==> src/rtl/seq_pkg.sv <==
// Shared types and constants for the serial pattern transmitter and its
// shadow matcher.
package seq_pkg;

    typedef enum logic [1:0] {
        IDLE  = 2'd0,
        SHIFT = 2'd1,
        DONE  = 2'd2
    } state_t;

    localparam logic [3:0] PAT_1001    = 4'b1001;
    localparam int         PAT_LEN_DEF = 4;

    localparam int WIDTH_DEF = 16;
    localparam int LEN_W_DEF = 5;
    localparam int CNT_W_DEF = 8;

    // A job length is usable when it names at least one bit and fits the word.
    function automatic logic len_ok(input int len, input int width);
        return (len >= 1) && (len <= width);
    endfunction

endpackage

==> src/rtl/seq_shadow_match.sv <==
// Overlapping pattern matcher: keeps the last PAT_LEN-1 accepted bits and
// flags, one clock later, every accepted bit that completes PATTERN.
// The fill counter suppresses matches until a full history has been seen,
// so a cleared history can never masquerade as real zeros on the line.
module seq_shadow_match
    import seq_pkg::*;
#(
    parameter int                 PAT_LEN = PAT_LEN_DEF,
    parameter logic [PAT_LEN-1:0] PATTERN = PAT_1001
) (
    input  logic clk,
    input  logic reset,
    input  logic clr,
    input  logic bit_in,
    input  logic bit_vld,
    output logic match
);

    localparam int HW = PAT_LEN - 1;
    localparam int CW = $clog2(PAT_LEN);

    logic [HW-1:0]      r_hist;
    logic [CW-1:0]      r_fill;
    logic [HW-1:0]      w_hist_base;
    logic [CW-1:0]      w_fill_base;
    logic [PAT_LEN-1:0] w_window;
    logic               w_full;

    // Clear takes effect before the incoming bit so a new job starts fresh.
    always_comb begin
        w_hist_base = clr ? '0 : r_hist;
        w_fill_base = clr ? '0 : r_fill;
        w_window    = {w_hist_base, bit_in};
        w_full      = (w_fill_base == CW'(HW));
    end

    // History, fill level and registered match flag.
    always_ff @(posedge clk or posedge reset) begin
        if (reset) begin
            r_hist <= '0;
            r_fill <= '0;
            match  <= 1'b0;
        end else begin
            match <= bit_vld && w_full && (w_window == PATTERN);
            if (bit_vld) begin
                r_hist <= w_window[HW-1:0];
                r_fill <= w_full ? w_fill_base : w_fill_base + CW'(1);
            end else begin
                r_hist <= w_hist_base;
                r_fill <= w_fill_base;
            end
        end
    end

endmodule

==> src/rtl/seq_pattern_tx.sv <==
// Serial pattern transmitter: captures a word, its length and a repeat
// count, streams the bits MSB-first one per clock, and flags each bit that
// closes an overlapping PATTERN occurrence as a golden reference.
module seq_pattern_tx
    import seq_pkg::*;
#(
    parameter int                 WIDTH   = WIDTH_DEF,
    parameter int                 LEN_W   = LEN_W_DEF,
    parameter int                 CNT_W   = CNT_W_DEF,
    parameter int                 PAT_LEN = PAT_LEN_DEF,
    parameter logic [PAT_LEN-1:0] PATTERN = PAT_1001
) (
    input  logic             clk,
    input  logic             reset,
    input  logic             load_valid,
    output logic             load_ready,
    input  logic [WIDTH-1:0] load_data,
    input  logic [LEN_W-1:0] load_len,
    input  logic [CNT_W-1:0] load_rpt,
    input  logic             abort,
    output logic             ser_out,
    output logic             ser_valid,
    output logic             exp_match,
    output logic             busy,
    output logic             done
);

    state_t           r_state;
    state_t           w_state_nxt;
    logic [WIDTH-1:0] r_word;
    logic [LEN_W-1:0] r_len_m1;
    logic [LEN_W-1:0] r_idx;
    logic [CNT_W-1:0] r_rpt;

    logic             w_len_ok;
    logic [LEN_W-1:0] w_ld_len_m1;
    logic             w_last;
    logic             w_cap;
    logic             w_clr;
    logic             w_bit_nxt;
    logic             w_vld_nxt;
    logic [LEN_W-1:0] w_idx_nxt;
    logic [CNT_W-1:0] w_rpt_nxt;

    // Bit select with an index that may be wider than the word needs.
    function automatic logic bit_at(input logic [WIDTH-1:0] word,
                                    input logic [LEN_W-1:0] idx);
        logic r;
        r = 1'b0;
        for (int i = 0; i < WIDTH; i++) begin
            if (LEN_W'(i) == idx) r = word[i];
        end
        return r;
    endfunction

    assign load_ready  = (r_state == IDLE);
    assign w_len_ok    = len_ok(int'(load_len), WIDTH);
    assign w_ld_len_m1 = load_len - LEN_W'(1);
    assign w_last      = (r_idx == '0) && (r_rpt == '0);

    // State register.
    always_ff @(posedge clk or posedge reset) begin
        if (reset) r_state <= IDLE;
        else       r_state <= w_state_nxt;
    end

    // Next-state logic; abort only matters while shifting.
    always_comb begin
        w_state_nxt = r_state;
        unique case (r_state)
            IDLE:    if (load_valid) w_state_nxt = w_len_ok ? SHIFT : DONE;
            SHIFT:   if (abort) w_state_nxt = IDLE;
                     else if (w_last) w_state_nxt = DONE;
            DONE:    w_state_nxt = IDLE;
            default: w_state_nxt = IDLE;
        endcase
    end

    // Output/datapath decode: the bit to present next cycle and pointer moves.
    always_comb begin
        w_cap     = 1'b0;
        w_clr     = 1'b0;
        w_bit_nxt = 1'b0;
        w_vld_nxt = 1'b0;
        w_idx_nxt = r_idx;
        w_rpt_nxt = r_rpt;
        unique case (r_state)
            IDLE: begin
                if (load_valid) begin
                    w_cap = 1'b1;
                    w_clr = 1'b1;
                    if (w_len_ok) begin
                        w_vld_nxt = 1'b1;
                        w_bit_nxt = bit_at(load_data, w_ld_len_m1);
                        w_idx_nxt = w_ld_len_m1;
                        w_rpt_nxt = load_rpt;
                    end
                end
            end
            SHIFT: begin
                if (abort) begin
                    w_clr = 1'b1;
                end else if (!w_last) begin
                    w_vld_nxt = 1'b1;
                    if (r_idx == '0) begin
                        w_idx_nxt = r_len_m1;
                        w_rpt_nxt = r_rpt - CNT_W'(1);
                        w_bit_nxt = bit_at(r_word, r_len_m1);
                    end else begin
                        w_idx_nxt = r_idx - LEN_W'(1);
                        w_bit_nxt = bit_at(r_word, r_idx - LEN_W'(1));
                    end
                end
            end
            default: ;
        endcase
    end

    // Job capture, shift pointer, repeat counter and registered outputs.
    always_ff @(posedge clk or posedge reset) begin
        if (reset) begin
            r_word    <= '0;
            r_len_m1  <= '0;
            r_idx     <= '0;
            r_rpt     <= '0;
            ser_out   <= 1'b0;
            ser_valid <= 1'b0;
            busy      <= 1'b0;
            done      <= 1'b0;
        end else begin
            if (w_cap) begin
                r_word   <= load_data;
                r_len_m1 <= w_ld_len_m1;
            end
            r_idx     <= w_idx_nxt;
            r_rpt     <= w_rpt_nxt;
            ser_out   <= w_bit_nxt;
            ser_valid <= w_vld_nxt;
            busy      <= (w_state_nxt != IDLE);
            done      <= (w_state_nxt == DONE);
        end
    end

    seq_shadow_match #(
        .PAT_LEN (PAT_LEN),
        .PATTERN (PATTERN)
    ) u_match (
        .clk     (clk),
        .reset   (reset),
        .clr     (w_clr),
        .bit_in  (w_bit_nxt),
        .bit_vld (w_vld_nxt),
        .match   (exp_match)
    );

endmodule

==> config.mk <==
export PLATFORM = sky130hd
export DESIGN_NAME = seq_pattern_tx
export DESIGN_NICKNAME = d
export VERILOG_FILES = /design/src/rtl/seq_pkg.sv /design/src/rtl/seq_shadow_match.sv /design/src/rtl/seq_pattern_tx.sv
export SDC_FILE = /design/constraint.sdc
export NUM_CORES = 1
export LEC_CHECK = 0
export CAP_MARGIN = 20
export CORE_MARGIN = 5
export CORE_UTILIZATION = 50
export CTS_BUF_LIST = sky130_fd_sc_hd__clkbuf_8 sky130_fd_sc_hd__clkbuf_16
export CTS_CLUSTER_SIZE = 25
export DETAILED_ROUTE_END_ITERATION = 10
export PLACE_DENSITY = 0.74
export SYNTH_ARGS = -nofsm -noshare
export SYNTH_HDL_FRONTEND = slang
export SYNTH_SLANG_ARGS = --single-unit
==> constraint.sdc <==
create_clock -name clk -period 3.2 [get_ports clk]
set_clock_uncertainty 0.05 [all_clocks]
set_input_delay 0.96 -clock clk [delete_from_list [all_inputs] [get_ports clk]]
set_output_delay 0.96 -clock clk [all_outputs]
set_load 0.005 [all_outputs]
==> out/qor.csv <==
metric;value;unit
crit_path_max_fanout;5;
antenna_found_initial;0;
synth_cell_types;53;
worst_slew_pin_slew;843.5;ps
pwr_density_cell;601.7;mW/mm^2
cp_num_buf_inv;3;
synthesis.area;0.002794;sq mm
min_from;u_match.r_fill[0]$_DFF_PP0_;
place_ws;-136.1;ps
area_delta_synth_final;24.32;%
final_layout_size_suffix_gt1_share;16.76;%
clockBufferDepth;2;
setup_ws;172.3;ps
path_class;in2reg;
yosysTopAreaCell;dfrtp_1;
hold_depth;1;
drc;0;
synthArstFlopShare;100.0;%
clock_latency;300;ps
cts_buffers;5;
leakagePower;1.473;nW
die_x;84.75;um
synth_top_area_share;41.20;%
core-area;0.005473;sq mm
synth_edf_count;0;
wl;6928;um
n_antenna_cell;0;
wl_per_cell;16.82;um
max_freq;330.3;MHz
slew_headroom;43.05;%
grt_pass1_vias;2326;
hold_buffers;0;
critPathTopFamily;buffers and inverters;
holdCritPathClass;reg2reg;
grt_max_degree;27;
syn_avg_cell_area;9.701;sq um
clk_pin_slew_worst_paths;90;ps
crit_required;3380;ps
fin_cells;412;
cp_slowest_stage_delay;500;ps
synth-seq-cells;46;
syn_nets;333;
fin_crit_sh;94.61;%
first_pass_iters;5;
setup_viol;0;
synth_warnings;0;
critPathArrivalTime;3210;ps
period_minus_slack;3028;ps
grt_usage;20.37;%
post_cts_resized;0;
synth_area_leaders;dfrtp_1, mux2_2, ha_1;
power;2.090;mW
post-route-util;63.47;%
path_cells;clkdlybuf4s50_1 > inv_1 > ha_1 > nor2b_1 > a221oi_1 > nor3_1 > o32a_1 > a22oi_1 > buf_4 > a21oi_1;
r2r_setup_slack;340;ps
max_cap_violations;0;
timing.rr.start;r_idx[1]$_DFFE_PP0P_;
cts_htree_levels;2;
pin_count;39;
grt-ovfl-total;0;
netlist_instances;288;
dpl.hpwl;5139;um
start_util;51.05;%
vias;2366;
irDropWorstVdd;0.3085;mV
nNetsFinal;384;
tritoncts;yes;
cts_num_sinks;46;
n_fill_cell;500;
cp.depth;10;
io_buffers;38;
die_area;0.007183;sq mm
vias_per_cell;5.743;
drtIter0Drc;190;
placed_cells;403;
cts-root-buf;clkbuf_8;
gp_congestion;0.8491;
slew_viol_final;0;
fp.dieH;84.75;um
r2r_cells;8;
ys.flop_type;dfrtp_1;
hold_viol_final;0;
grt_first_pass_wirelength;11720;um
seqCellArea;0.001151;sq mm
fp-row-count;27;
startpoint;load_len[0];
status;complete, no violations;
synth_seq_area_share;41.20;%
crit_slowest_cell;clkdlybuf4s50_1;
fin_hold_ws;474.7;ps
crit_path_start_kind;primary input;
post-cts-setup-buffers;0;
end_kind;flip-flop;
multi_input_area;0.001569;sq mm
final_antenna_net_count;0;
==> cells in the final DEF (no fill, tap or decap), types with 11 or more instances in the layout <==
cell	synthesis	final
dfrtp_1	46	46
clkdlybuf4s50_1	0	37
nor2_1	30	30
a21oi_1	26	26
nand2_1	22	22
mux2_2	17	17
buf_4	0	17
nand3_1	13	13
ha_1	12	12
o21ai_0	11	11
==> per-stage QoR <==
step	instance area [sq um]	TNS, ps
4_1_cts	3425	0
2_1_floorplan	2794	0
5_1_grt	3473	-9.042
3_5_place_dp	3329	-419.2
3_3_place_gp	3329	-125.6
6_report	3473	0
==> registers in the layout, indices dropped and copies added (netlist names), 2 cells and up <==
signal,flops
r_idx,5
r_len_m1,5
r_rpt,8
r_state,2
r_word,16
u_match.r_fill,2
u_match.r_hist,3
==> metal layers <==
layer  global-route usage [%]  part of all wire, %  up-vias
li1                         -                    -     1154
met1                    28.87                   45     1121
met2                    31.46                   48       77
met3                    3.238                  5.7       14
met4                    7.482                  2.1        0
met5                        0                    0        -
==> cells by family after synthesis <==
group | Yosys count | synth area share (%)
simple gates | 102 | 18.32
compound gates | 76 | 18.99
flops | 46 | 41.20
mux | 25 | 10.61
buf+inv | 20 | 3.314
fa+ha+maj | 12 | 5.374
xor+xnor | 7 | 2.194
==> Yosys cell counts (3+ instances only) <==
master and number:
a21oi_1 26, a221oi_1 10, a22o_1 3, a22oi_1 3, clkbuf_1 8, dfrtp_1 46
ha_1 12, inv_1 8, mux2_2 17, mux2i_1 6, nand2_1 22, nand2b_1 3
nand3_1 13, nor2_1 30, nor2b_1 4, nor3_1 9, o21ai_0 11, o21ai_2 3
xnor2_1 3, xor2_1 4
==> layout make-up <==
| cell class | count | share of cell area, % |
|---|---|---|
| clock buffer | 6 | 2.378 |
| clock inverter | 2 | 0.3602 |
| inverter | 8 | 0.8646 |
| multi-input combinational | 222 | 45.17 |
| sequential | 46 | 33.14 |
| tap | 72 | 2.594 |
| timing repair buffer | 56 | 15.49 |
==> report_power, final <==
part           internal (mW)  switching [mW]
registers              0.731           0.166
clock network          0.176           0.208
logic                  0.403           0.407
total                   1.31           0.780
==> worst paths after layout <==
kind                                          endpoint
setup / recovery               u_match.match$_DFF_PP0_
hold / removal             u_match.r_fill[0]$_DFF_PP0_
setup reg to reg                  r_idx[0]$_DFFE_PP0P_
hold reg to reg            u_match.r_fill[0]$_DFF_PP0_
max in group asynchronous          ser_valid$_DFF_PP0_
min in group asynchronous        r_word[4]$_DFFE_PP0P_
Power figures use the tool's default switching activity.
